`config.mk`:
```
export PLATFORM = sky130hd
export DESIGN_NAME = tcp_vlg_tx_arb
export DESIGN_NICKNAME = d
export VERILOG_FILES = /design/src/rtl/tcp_vlg_tx_arb.sv
export SDC_FILE = /design/constraint.sdc
export NUM_CORES = 1
export LEC_CHECK = 0
export ABC_CLOCK_PERIOD_IN_PS = 2700
export CAP_MARGIN = 20
export CELL_PAD_IN_SITES_DETAIL_PLACEMENT = 0
export CELL_PAD_IN_SITES_GLOBAL_PLACEMENT = 1
export CORE_UTILIZATION = 28
export CTS_CLUSTER_DIAMETER = 50
export CTS_CLUSTER_SIZE = 30
export DETAILED_ROUTE_END_ITERATION = 10
export PLACE_DENSITY_LB_ADDON = 0.15
export SYNTH_ARGS = -nofsm -noshare
export SYNTH_HDL_FRONTEND = slang
export SYNTH_SLANG_ARGS = --single-unit
```
`constraint.sdc`:
```
create_clock -name clk -period 2.7 [get_ports clk]
set_input_delay 0.81 -clock clk [delete_from_list [all_inputs] [get_ports clk]]
set_output_delay 0.81 -clock clk [all_outputs]
set_load 0.05 [all_outputs]
```
`src/rtl/tcp_vlg_tx_arb.sv`:
```
// Round-robin transmit arbiter between retransmission-queue entries and the stream engine.
// It grants one entry at a time, tracks send/sent and aborts a stalled transfer via a watchdog.
package tcp_vlg_pkg;
    typedef struct packed {
        logic [31:0] seq;
        logic [15:0] len;
    } tcp_pld_info_t;
endpackage

module tcp_vlg_tx_arb
    import tcp_vlg_pkg::*;
#(
    parameter int N   = 4,
    parameter int TMO = 1024
) (
    input  logic                   clk,
    input  logic                   rst,
    input  logic                   en,
    input  logic [N-1:0]           ent_val,
    input  tcp_pld_info_t          ent_info [N],
    output logic [N-1:0]           ent_ack,
    output logic [N-1:0]           ent_err,
    output logic                   pend,
    input  logic                   send,
    input  logic                   sent,
    output tcp_pld_info_t          pld_info,
    output logic [$clog2(N)-1:0]   gnt_idx,
    output logic                   busy
);
    localparam int IW = $clog2(N);
    localparam int WW = $clog2(TMO + 1);
    localparam logic [WW-1:0] WD_LAST = WW'(TMO - 1);
    localparam logic [N-1:0]  ONE     = N'(1);
    localparam logic [IW-1:0] LAST    = IW'(N - 1);

    typedef enum logic [1:0] {IDLE, PEND, XMIT, DONE} state_t;

    state_t          state;
    logic [IW-1:0]   ptr;
    logic [WW-1:0]   wdt;
    logic [IW-1:0]   sel;
    logic [IW-1:0]   cand;
    logic            found;
    logic [IW-1:0]   ptr_after;

    // First valid entry at or after ptr, wrapping modulo N.
    always_comb begin
        sel   = '0;
        cand  = '0;
        found = 1'b0;
        for (int i = 0; i < N; i++) begin
            cand = IW'((int'(ptr) + i) % N);
            if (!found && ent_val[cand]) begin
                found = 1'b1;
                sel   = cand;
            end
        end
    end

    assign ptr_after = (gnt_idx == LAST) ? '0 : gnt_idx + 1'b1;

    always_ff @(posedge clk or negedge rst) begin
        if (!rst) begin
            state    <= IDLE;
            pend     <= 1'b0;
            busy     <= 1'b0;
            ent_ack  <= '0;
            ent_err  <= '0;
            gnt_idx  <= '0;
            ptr      <= '0;
            pld_info <= '0;
            wdt      <= '0;
        end else begin
            ent_ack <= '0;
            ent_err <= '0;
            case (state)
                IDLE: begin
                    if (en && found) begin
                        gnt_idx  <= sel;
                        pld_info <= ent_info[sel];
                        pend     <= 1'b1;
                        busy     <= 1'b1;
                        wdt      <= '0;
                        state    <= PEND;
                    end
                end
                PEND: begin
                    // An expiring watchdog takes precedence over a late accept.
                    if (wdt == WD_LAST) begin
                        ent_err <= ONE << gnt_idx;
                        pend    <= 1'b0;
                        ptr     <= ptr_after;
                        state   <= DONE;
                    end else begin
                        wdt <= wdt + 1'b1;
                        if (send) begin
                            pend  <= 1'b0;
                            state <= XMIT;
                        end
                    end
                end
                XMIT: begin
                    if (sent) begin
                        ent_ack <= ONE << gnt_idx;
                        ptr     <= ptr_after;
                        state   <= DONE;
                    end else if (wdt == WD_LAST) begin
                        ent_err <= ONE << gnt_idx;
                        ptr     <= ptr_after;
                        state   <= DONE;
                    end else begin
                        wdt <= wdt + 1'b1;
                    end
                end
                DONE: begin
                    busy  <= 1'b0;
                    state <= IDLE;
                end
                default: state <= IDLE;
            endcase
        end
    end
endmodule

```
==> results of run 1 <==
## cells in the final DEF, fill, tap and decap left out, types with 2 or more instances in the layout
| master | Yosys | final |
|---|---|---|
| sky130_fd_sc_hd__nor3_1 | 50 | 49 |
| sky130_fd_sc_hd__nor2b_1 | 4 | 4 |
| sky130_fd_sc_hd__inv_1 | 6 | 6 |
| sky130_fd_sc_hd__nand2b_1 | 4 | 4 |
| sky130_fd_sc_hd__clkbuf_16 | 0 | 9 |
| sky130_fd_sc_hd__buf_4 | 0 | 23 |
| sky130_fd_sc_hd__nand3_1 | 12 | 12 |
| sky130_fd_sc_hd__a21oi_1 | 4 | 3 |
| sky130_fd_sc_hd__clkdlybuf4s50_1 | 0 | 259 |
| sky130_fd_sc_hd__buf_12 | 0 | 9 |
| sky130_fd_sc_hd__dfrtp_1 | 75 | 75 |
| sky130_fd_sc_hd__nand4_1 | 2 | 2 |
| sky130_fd_sc_hd__o31ai_1 | 2 | 2 |
| sky130_fd_sc_hd__ha_1 | 9 | 9 |
| sky130_fd_sc_hd__nand2_1 | 61 | 61 |
| sky130_fd_sc_hd__nor2_1 | 58 | 57 |
| sky130_fd_sc_hd__o21a_1 | 2 | 2 |
| sky130_fd_sc_hd__a211oi_2 | 21 | 20 |
| sky130_fd_sc_hd__xor2_1 | 5 | 5 |
| sky130_fd_sc_hd__or4_1 | 2 | 2 |
| sky130_fd_sc_hd__and2_1 | 6 | 6 |
| sky130_fd_sc_hd__and3_1 | 6 | 5 |
| sky130_fd_sc_hd__clkbuf_8 | 0 | 4 |
| sky130_fd_sc_hd__a211oi_1 | 77 | 77 |
| sky130_fd_sc_hd__o21ai_0 | 7 | 7 |
| sky130_fd_sc_hd__mux2i_1 | 49 | 49 |
## power breakdown
group          total (mW)  internal, mW  switching (mW)
registers            1.87          1.58           0.295
logic                4.88          1.86            3.02
clock network        1.29         0.813           0.478
total                8.04          4.25            3.79
## cell type report
class / instances / area share [%]
Timing Repair Buffer: 291 / 36.4
Multi-Input combinational cell: 398 / 32.9
Sequential cell: 75 / 23.2
Clock buffer: 14 / 3.51
Tap cell: 220 / 3.40
Clock inverter: 1 / 0.371
Inverter: 6 / 0.278
## state kept, by name (all words and copies together), names as in the netlist
register,flops
pld_info,48
wdt,11
ent_ack,4
ent_err,4
gnt_idx,2
ptr,2
state,2
busy,1
pend,1
## logic make-up after synthesis
group           count (synthesis)  synth area share, %
compound gates                124                 21.4
mux                            50                 10.6
fa+ha+maj                       9                 2.38
simple gates                  210                 20.1
xor+xnor                        5                0.925
flops                          75                 39.7
buf+inv                        50                 4.92
## Yosys cell counts (4+ instances only)
master                     count
sky130_fd_sc_hd__and2_1        6
sky130_fd_sc_hd__buf_2        12
sky130_fd_sc_hd__nor3_1       50
sky130_fd_sc_hd__mux2i_1      49
sky130_fd_sc_hd__nand2_1      61
sky130_fd_sc_hd__nor2_1       58
sky130_fd_sc_hd__nand3_1      12
sky130_fd_sc_hd__nor2b_1       4
sky130_fd_sc_hd__buf_6         4
sky130_fd_sc_hd__o21ai_0       7
sky130_fd_sc_hd__ha_1          9
sky130_fd_sc_hd__inv_1         6
sky130_fd_sc_hd__nand2b_1      4
sky130_fd_sc_hd__a211oi_1     77
sky130_fd_sc_hd__clkbuf_1     25
sky130_fd_sc_hd__a211oi_2     21
sky130_fd_sc_hd__xor2_1        5
sky130_fd_sc_hd__and3_1        6
sky130_fd_sc_hd__a21oi_1       4
sky130_fd_sc_hd__dfrtp_1      75
## routing by layer
layer  track usage [%]  part of all wire [%]
met1              25.8                    43
met5                 0                     0
met4              7.56                   1.9
met3              4.81                   7.7
met2              35.6                    48
## how the worst min path moves through the flow
| stage | to |
|---|---|
| after global placement | wdt[5]$_DFFE_PN0P_ |
| after detailed placement | wdt[5]$_DFFE_PN0P_ |
| after floorplan | wdt[5]$_DFFE_PN0P_ |
| after CTS | pld_info[21]$_DFFE_PN0P_ |
| final | pld_info[21]$_DFFE_PN0P_ |
| after global routing | pld_info[21]$_DFFE_PN0P_ |
## stage by stage
step / cell area [um^2] / TNS (ns)
floorplan: 4730 / 0
CTS: 8090 / 0
global placement: 7780 / -4.49
finish: 8100 / 0
global route: 8100 / 0
detailed placement: 7780 / -7.85
## timing repair
item,4_1_cts,5_1_grt
hold buffers,0,0
endpoints found under the setup margin,0,1
resized for setup,0,1
==> load_flow_metrics.sql, run 1 <==
INSERT INTO impl_metrics (metric_group, metric, value, unit) VALUES
('sta', 'fmaxAchievable', '0.388', 'GHz'),
('critical_path', 'timing.critical_path.arrival', '2.82', 'ns'),
('drt', 'post-route-drc-count', '0', ''),
('clock_network', 'clock_sink_count', '75', ''),
('sta', 'period_share', '95.4', '%'),
('pwr', 'design_power_total', '8.04', 'mW'),
('floorplan', 'core', '16500', 'um^2'),
('drt', 'detail_route.wl_per_cell', '18.0', 'um'),
('critical_path', 'path_class', 'in2reg', ''),
('synthesis', 'yosys_warnings', '0', ''),
('grt', 'grt_max_degree', '49', ''),
('layout', 'fill_cells', '1536', ''),
('synthesis', 'synth_async_sr_flop_share', '100', '%'),
('sta', 'tightest_slew', '0.590', 'ns'),
('critical_path', 'worst-path-stages', '7', ''),
('grt', 'grt_first_pass_wirelength', '28200', 'um'),
('pwr', 'max-vdd-ir-drop', '0.560', 'mV'),
('layout', 'final_cell_count_no_fill', '1005', ''),
('clock_network', 'clock_tree_from_tritoncts', 'done', ''),
('job', 'max_cap_viol_count', '0', ''),
('placement', 'numPlacedInstances', '990', ''),
('clock_network', 'cts_setup_buffers', '0', ''),
('synthesis', 'syn_area_per_cell', '9.05', 'um^2'),
('placement', 'gp_routability_congestion', '0.828', ''),
('sta', 'final_hold_viol_count', '0', ''),
('drt', 'drt-total-wl', '18000', 'um'),
('floorplan', 'io_pins', '261', ''),
('sta', 'layout_setup_ws', '0.125', 'ns'),
('drt', 'dr_total_vias', '5032', ''),
('synthesis', 'synth_top_area_share', '39.7', '%'),
('drt', 'routed_via_count_divided_by_cell_count', '5.01', ''),
('pwr', 'pwr_density_cell', '993', 'nW/um^2'),
('critical_path', 'ff2ff_setup_slack', '0.62', 'ns'),
('critical_path', 'crit_path_cell_trace', 'clkdlybuf4s50_1, or4_1, and3_2, o21ai_4, buf_12, a211oi_1, a211oi_1', ''),
('critical_path', 'cp_slowest_cell', 'sky130_fd_sc_hd__or4_1', ''),
('drt', 'detail_route.first_pass.iterations', '4', ''),
('floorplan', 'die-area', '17400', 'um^2'),
('pwr', 'leakagePower', '3.35', 'nW'),
('clock_network', 'clk_path_buf_depth', '2', ''),
('sta', 'grt_setup_unrepaired', 'false', ''),
('sta', 'finalWorstPathRequiredPeriod', '2.58', 'ns'),
('synthesis', 'synthDominantAreaCellType', 'sky130_fd_sc_hd__dfrtp_1', ''),
('critical_path', 'r2r-end', 'pld_info[20]$_DFFE_PN0P_', ''),
('grt', 'grt_remaining_overflow', '0', ''),
('critical_path', 'rr_startpoint', 'ptr[1]$_DFFE_PN0N_', ''),
('sta', 'clock_skew', '0.00937', 'ns'),
('placement', 'place_ws', '-0.245', 'ns'),
('critical_path', 'slowest_delay', '0.58', 'ns'),
('critical_path', 'setup.worst_path.start', 'ent_val[0]', ''),
('placement', 'dp.final_hpwl', '13300', 'um'),
('synthesis', 'synth-seq-area-share', '39.7', '%'),
('synthesis', 'synth_cells', '523', ''),
('sta', 'setup_violations', '0', ''),
('synthesis', 'post_synth_main_area_contributors', 'sky130_fd_sc_hd__dfrtp_1 40%, sky130_fd_sc_hd__a211oi_1 12%, sky130_fd_sc_hd__mux2i_1 10%', ''),
('critical_path', 'timing.critical_path.mode_cell', 'sky130_fd_sc_hd__a211oi_1', ''),
('synthesis', 'ys_ff_latch', '75', ''),
('critical_path', 'worstPathBufferInverterCount', '2', ''),
('clock_network', 'cts.htree.levels', '3', ''),
('clock_network', 'clock_tree.root_cell', 'sky130_fd_sc_hd__clkbuf_16', ''),
('critical_path', 'path_delay_family', 'simple AND/OR/NAND/NOR gates', ''),
('hold_path', 'hold_class', 'in2async', ''),
('critical_path', 'crit_path_start_kind', 'input port', ''),
('status', 'run_status', 'complete, no violations', ''),
('critical_path', 'crit_path_end_kind', 'flip-flop', ''),
('grt', 'initial_antenna_violation_count', '0', ''),
('synthesis', 'synthesis.nets', '733', ''),
('floorplan', 'floorplan.die.height', '132', 'um'),
('critical_path', 'reg2reg_depth', '6', ''),
('sta', 'timing.max_slew.rel_slack', '60.7', '%'),
('sta', 'timing.final.max_slew_violations', '0', ''),
('floorplan', 'dieWidth', '132', 'um');
Note: power is estimated with default switching activity, not from simulation.
==> inputs of run 2 (changes only) <==
- CORE_MARGIN: not set -> 4
- CTS_BUF_LIST: not set -> sky130_fd_sc_hd__clkbuf_8
==> load_flow_metrics.sql, run 2 (synthesis results as in run 1) <==
INSERT INTO impl_metrics (metric_group, metric, value, unit) VALUES
('placement', 'gp_routability_congestion', '0.792', ''),
('clock_network', 'cts_setup_buffers', '0', ''),
('floorplan', 'die-area', '19000', 'um^2'),
('pwr', 'pwr-share-clk', '13.9', '%'),
('clock_network', 'cts_made_buffers', '9', ''),
('drt', 'drt-total-wl', '18500', 'um'),
('sta', 'grt_setup_unrepaired', 'false', ''),
('layout', 'mostFrequentLayoutCell', 'sky130_fd_sc_hd__clkdlybuf4s50_1', ''),
('pwr', 'netSwitchingPower', '3.77', 'mW'),
('floorplan', 'initial_core_util', '28.5', '%'),
('pwr', 'p_comb_share', '62.2', '%'),
('critical_path', 'crit_path_start_kind', 'input port', ''),
('critical_path', 'timing.critical_path.arrival', '2.76', 'ns'),
('sta', 'timing.max_slew.rel_slack', '60.8', '%'),
('drt', 'met1Wirelength', '7820', 'um'),
('floorplan', 'floorplan.die.height', '138', 'um'),
('drt', 'postRouteAntennaNets', '0', ''),
('pwr', 'p_int', '4.06', 'mW'),
('drt', 'detail_route.first_pass.iterations', '4', ''),
('sta', 'finalWorstPathRequiredPeriod', '2.49', 'ns'),
('layout', 'layout.cells.most_common_list', '259 x sky130_fd_sc_hd__clkdlybuf4s50_1, 77 x sky130_fd_sc_hd__a211oi_1, 75 x sky130_fd_sc_hd__dfrtp_1', ''),
('layout', 'antenna-diode-count', '0', ''),
('drt', 'dr_total_vias', '5050', ''),
('layout', 'finalNetCount', '992', ''),
('critical_path', 'path_class', 'in2reg', ''),
('clock_network', 'total_of_hold_buffers_inserted_after_clock_tree_synthesis', '0', ''),
('sta', 'final.setup.tns', '0', 'ns'),
('floorplan', 'dieWidth', '138', 'um'),
('clock_network', 'clk_pin_slew_worst_paths', '0.09', 'ns'),
('drt', 'post-route-drc-count', '0', ''),
('pwr', 'flop_pwr_share', '23.9', '%'),
('critical_path', 'reg2reg_depth', '6', ''),
('drt', 'wl_met2', '9080', 'um'),
('clock_network', 'clock_sink_count', '75', ''),
('drt', 'topRoutingLayerUsed', 'met4', ''),
('drt', 'met3_length', '1180', 'um'),
('clock_network', 'cts_repair_resize_count', '0', ''),
('clock_network', 'insertion_delay', '0.36', 'ns'),
('floorplan', 'core', '16600', 'um^2'),
('clock_network', 'clk_path_buf_depth', '2', ''),
('layout', 'largest_register_by_flop_count', 'pld_info', ''),
('pwr', 'pwr_density_cell', '977', 'nW/um^2'),
('pwr', 'leakagePower', '3.31', 'nW'),
('clock_network', 'clock_tree_from_tritoncts', 'done', ''),
('placement', 'port-buffer-count', '260', ''),
('sta', 'clock_skew', '0.0115', 'ns'),
('pwr', 'max-vdd-ir-drop', '0.427', 'mV'),
('job', 'max_cap_viol_count', '0', ''),
('layout', 'top_regs', 'pld_info x48, wdt x11', ''),
('layout', 'post-route-util', '48.3', '%'),
('pwr', 'sw_frac_of_total', '48.2', '%'),
('floorplan', 'rows', '47', ''),
('placement', 'dp.final_hpwl', '13500', 'um'),
('grt', 'track_usage', '19.0', '%'),
('layout', 'layout-drive-gt1-share', '9.80', '%'),
('critical_path', 'worst-endpoint-required', '2.97', 'ns'),
('layout', 'largest_reg_flops', '48', ''),
('critical_path', 'crit_path_end_kind', 'flip-flop', ''),
('clock_network', 'clock_tree.root_cell', 'sky130_fd_sc_hd__clkbuf_8', ''),
('grt', 'initial_antenna_violation_count', '0', ''),
('grt', 'grt_remaining_overflow', '0', ''),
('sta', 'period_share', '92.3', '%'),
('drt', 'detail_route.wl_per_cell', '18.4', 'um'),
('sta', 'tightest_slew', '0.587', 'ns'),
('drt', 'dr.first_iter.drc_count', '224', ''),
('sta', 'fmaxAchievable', '0.401', 'GHz'),
('grt', 'number_of_global_route_vias_before_repair', '5290', ''),
('sta', 'setup_violations', '0', ''),
('critical_path', 'crit_path_max_fanout', '20', ''),
('layout', 'syn2layout_area_growth', '69.3', '%'),
('sta', 'final_hold_viol_count', '0', ''),
('grt', 'grt_max_degree', '49', ''),
('drt', 'routed_via_count_divided_by_cell_count', '5.02', ''),
('status', 'run_status', 'complete, no violations', ''),
('grt', 'grt_first_pass_wirelength', '29400', 'um'),
('sta', 'timing.final.max_slew_violations', '0', ''),
('floorplan', 'io_pins', '261', ''),
('clock_network', 'cts.htree.levels', '3', ''),
('hold_path', 'hold_class', 'in2async', '');
## run 2: stage by stage
stage          cells  total power, mW  cell area [um^2]  hold slack [ns]  worst slack (ns)
3_3_place_gp     991             6.74              7770            0.467            -0.124
3_5_place_dp     991             6.81              7770            0.487            -0.168
5_1_grt         1006             8.28              8010            0.409            0.0991
6_report        1006             7.83              8010            0.394             0.209
4_1_cts         1006             7.92              8010            0.396             0.174
2_1_floorplan    523             4.93              4730            0.446             0.387
## run 2: path summary, 6_finish.rpt
check / from / end / slack, ns
worst max register to register: ptr[1]$_DFFE_PN0N_ / pld_info[47]$_DFFE_PN0P_ / 0.65
worst min-delay path: rst / pld_info[21]$_DFFE_PN0P_ / 0.39
min in group clk: wdt[5]$_DFFE_PN0P_ / wdt[5]$_DFFE_PN0P_ / 0.50
max in group asynchronous: rst / pld_info[10]$_DFFE_PN0P_ / 1.67
worst min register to register: wdt[5]$_DFFE_PN0P_ / wdt[5]$_DFFE_PN0P_ / 0.50
worst max-delay path: ent_val[0] / pld_info[12]$_DFFE_PN0P_ / 0.21
## run 2: power groups by stage
| stage | clock network [mW] | logic [mW] | registers, mW |
|---|---|---|---|
| final | 1.08 | 4.87 | 1.87 |
| after CTS | 1.12 | 4.92 | 1.88 |
| after global placement | 0 | 4.87 | 1.87 |
| after global routing | 1.16 | 5.19 | 1.93 |
| after detailed placement | 0 | 4.91 | 1.89 |
| after floorplan | 0 | 1.73 | 3.20 |
## run 2: routing by layer
metal	vias to the layer above	track usage [%]
met1	2387	24.2
met2	207	31.9
met3	29	4.11
li1	2427	-
met5	-	0
met4	0	7.07
## run 2: cell type report
class / count / area [um^2]
multi-input cells: 398 / 2660
clock buffers: 9 / 124
flip-flops and latches: 75 / 1880
inverters: 6 / 22.5
fillers: 1570 / 8570
clock inverters: 6 / 115
well taps: 220 / 275
repair buffers: 292 / 2940
## run 2: critical path, stage by stage
cell and delay [ns]:
sky130_fd_sc_hd__clkdlybuf4s50_1 0.47, sky130_fd_sc_hd__or4_1 0.57, sky130_fd_sc_hd__and3_2 0.27, sky130_fd_sc_hd__o21ai_4 0.11
sky130_fd_sc_hd__buf_12 0.20, sky130_fd_sc_hd__a211oi_1 0.07, sky130_fd_sc_hd__a211oi_1 0.24
==> variant: new RTL, flow settings as in run 2 <==
Change the parameter `TMO` from 1024 to 2048.
--- a/src/rtl/tcp_vlg_tx_arb.sv
+++ b/src/rtl/tcp_vlg_tx_arb.sv
@@ -11,7 +11,7 @@
     import tcp_vlg_pkg::*;
 #(
     parameter int N   = 4,
-    parameter int TMO = 1024
+    parameter int TMO = 2048
 ) (
     input  logic                   clk,
     input  logic                   rst,
Check against the original RTL: no difference found for any inputs over 4 cycles, from zero or initial values and one cycle with rst low; that may be too few to reach the edited logic, so the function may still have changed.
==> variant against run 2 <==
Synthesized area is 1.7% higher. Critical endpoint is now pld_info[25]. Worst hold slack worse by 0.033 ns. Global-route usage down 0.77 points. Cell area up 0.62%. Largest power group unchanged. Non-clock buffer count unchanged. Synthesized cell count is 7.5% lower. Register-to-register slack worse by 0.13 ns. Sequential cell count increased by 1. Worst setup slack lost 0.014 ns. Power fell by 1.7%. Largest cell class unchanged. Routed wire length shrank 2.9%. Final cell count decreased by 3.2%.
==> variant: results (changes against run 2) <==
yosys:
  syn_nets: 694  # was 733
  synth_area_per_cell_sq_um: 9.95  # was 9.05 sq um
  synth.cells.most_frequent: "dfrtp_1 (76), nor2_1 (63), and2_1 (54)"  # was a211oi_1 (77), dfrtp_1 (75), nand2_1 (61)
  yosysSeqAreaShare_pct: 39.5  # was 39.7%
  synth.area.top_cells: "dfrtp_1 (40%), mux2i_1 (11%), a221oi_1 (8.5%)"  # was dfrtp_1 (40%), a211oi_1 (12%), mux2i_1 (10%)
  async_reset_ff_share_pct: 100  # unchanged
  ys_warn_count: 0  # unchanged
  synthDistinctLibCells: 49  # was 42
  ys.flop_type: "dfrtp_1"  # unchanged
drt:
  drt-pass1-iter-count: 4  # unchanged
  drt_iter0_markers: 185  # was 224
  vias_per_cell: 4.94  # was 5.02
  wl_per_cell_um: 18.5  # was 18.4 um
  num_vias: 4813  # was 5050
setup_path:
  r2r_slack_ns: 0.52  # was 0.65 ns
  r2r_end: "state[0]"  # was pld_info[47]
  r2r_cells: 7  # was 6
  regToRegStartpoint: "wdt[0]"  # was ptr[1]
  required_ns: 2.96  # was 2.97 ns
  crit_fanout: 19  # was 20
placement:
  port_buffers: 260  # unchanged
  hpwl_mm: 13.8  # was 13.5 mm
  dp_cells: 958  # was 991
  globalplace.congestion: 0.888  # was 0.792
global_routing:
  grt_pass1_wl_mm: 28.2  # was 29.4 mm
  grt_start_max_net_pins: 51  # was 49
  grt_pass1_vias: 5072  # was 5290
  antenna_found_initial: 0  # unchanged
  grt.total_usage_pct: 18.3  # was 19.0%
cts:
  cts_made_buffers: 9  # unchanged
  htree_levels: 3  # unchanged
  cts-root-buf: "clkbuf_8"  # unchanged
  clockBufferDepth: 2  # unchanged
  post_cts_buffers: 0  # unchanged
  cts_resized: 0  # unchanged
  path_clk_slew_ns: 0.08
  clkLatencyLatePin_ns: 0.37
power_and_ir_drop:
  leakagePower_nw: 3.32  # was 3.31 nW
  p_int_w: 0.00403  # was 0.00406 W
  irDropWorstVdd_mv: 0.363  # was 0.427 mV
sta:
  relSlewSlack_pct: 62.9  # was 60.8%
  fin_skew_ns: 0.0145  # was 0.0115 ns
layout:
  top_regs: "pld_info: 48 flops, wdt: 12 flops"  # was pld_info: 48 flops, wdt: 11 flops
  n_antenna_cell: 0  # unchanged
  fillers: 1573  # was 1570
  drive_gt1_share_pct: 9.55  # was 9.80%
outcome:
  status: "complete, no violations"  # unchanged
hold_path:
  worstHoldPathType: "in -> async"  # unchanged
-- variant: changes by cell type in the layout (fill, tap and decap cells not counted), sizes merged, moves of 7 or more --
cell,run 2,this run
nand2,61,15
nand3,12,5
nor3,50,4
a211oi,98,48
and2,6,54
a221oi,0,47
-- variant: cell families after synthesis --
logic type | Yosys count | synth area share (%)
AOI/OAI and AO/OA | 124 | 21.6
and+or+nand+nor | 168 | 18.3
DFF | 76 | 39.5
muxes | 53 | 11.1
xor gates and xnor gates | 6 | 1.09
buffers and inverters | 48 | 6.03
adders and majority gates | 9 | 2.34
-- variant: cell type report --
cell class                      count  area [sq um]  share of cell area, %
Clock buffer                       11           151                   1.88
Clock inverter                      5          76.3                  0.947
Inverter                           10          37.5                  0.466
Multi-Input combinational cell    360          2660                   32.9
Sequential cell                    76          1900                   23.6
Tap cell                          220           275                   3.41
Timing Repair Buffer              292          2970                   36.8
-- variant: power groups by stage --
stage          combinational, W  sequential [W]  clock (W)
2_1_floorplan           0.00168         0.00322          0
3_3_place_gp            0.00482         0.00189          0
3_5_place_dp            0.00484         0.00191          0
4_1_cts                 0.00486         0.00189    0.00106
5_1_grt                 0.00511         0.00195    0.00111
6_report                0.00480         0.00189    0.00100
-- variant: worst max path at each step --
| stage | slack (ns) | cells after the start | end | start |
|---|---|---|---|---|
| after global routing | 0.07 | 8 | pld_info[33] | ent_val[0] |
| after floorplan | 0.54 | 8 | pld_info[27] | ent_val[2] |
| final | 0.19 | 8 | pld_info[25] | ent_val[0] |
| after CTS | 0.19 | 1 | gnt_idx[0] | gnt_idx[0] |
| after detailed placement | -0.21 | 7 | pld_info[0] | ent_val[0] |
| after global placement | -0.14 | 7 | pld_info[0] | ent_val[2] |
-- variant: layer usage --
layer | global-route usage (%) | up-vias | share of wire [%]
li1 | - | 2333 | -
met1 | 22.0 | 2288 | 40
met2 | 32.2 | 181 | 51
met3 | 4.66 | 11 | 7.3
met4 | 5.20 | 0 | 1.1
met5 | 0 | - | 0
-- variant: worst max-delay path, stage by stage --
cell,delay [ns]
clkdlybuf4s50_1,0.50
o41ai_2,0.57
buf_4,0.21
nor2_4,0.04
o21ai_4,0.10
buf_12,0.19
a221oi_1,0.06
a211oi_1,0.28
-- variant: metrics by stage --
stage          power (W)  cell area [sq um]  worst slack (ns)  setup TNS, ns  hold slack [ns]
2_1_floorplan    0.00490               4810             0.538              0            0.485
3_3_place_gp     0.00671               7840            -0.142          -3.91            0.510
3_5_place_dp     0.00675               7840            -0.207          -7.04            0.518
4_1_cts          0.00780               8060             0.190              0            0.346
5_1_grt          0.00816               8060            0.0651              0            0.356
6_report         0.00769               8060             0.195              0            0.361
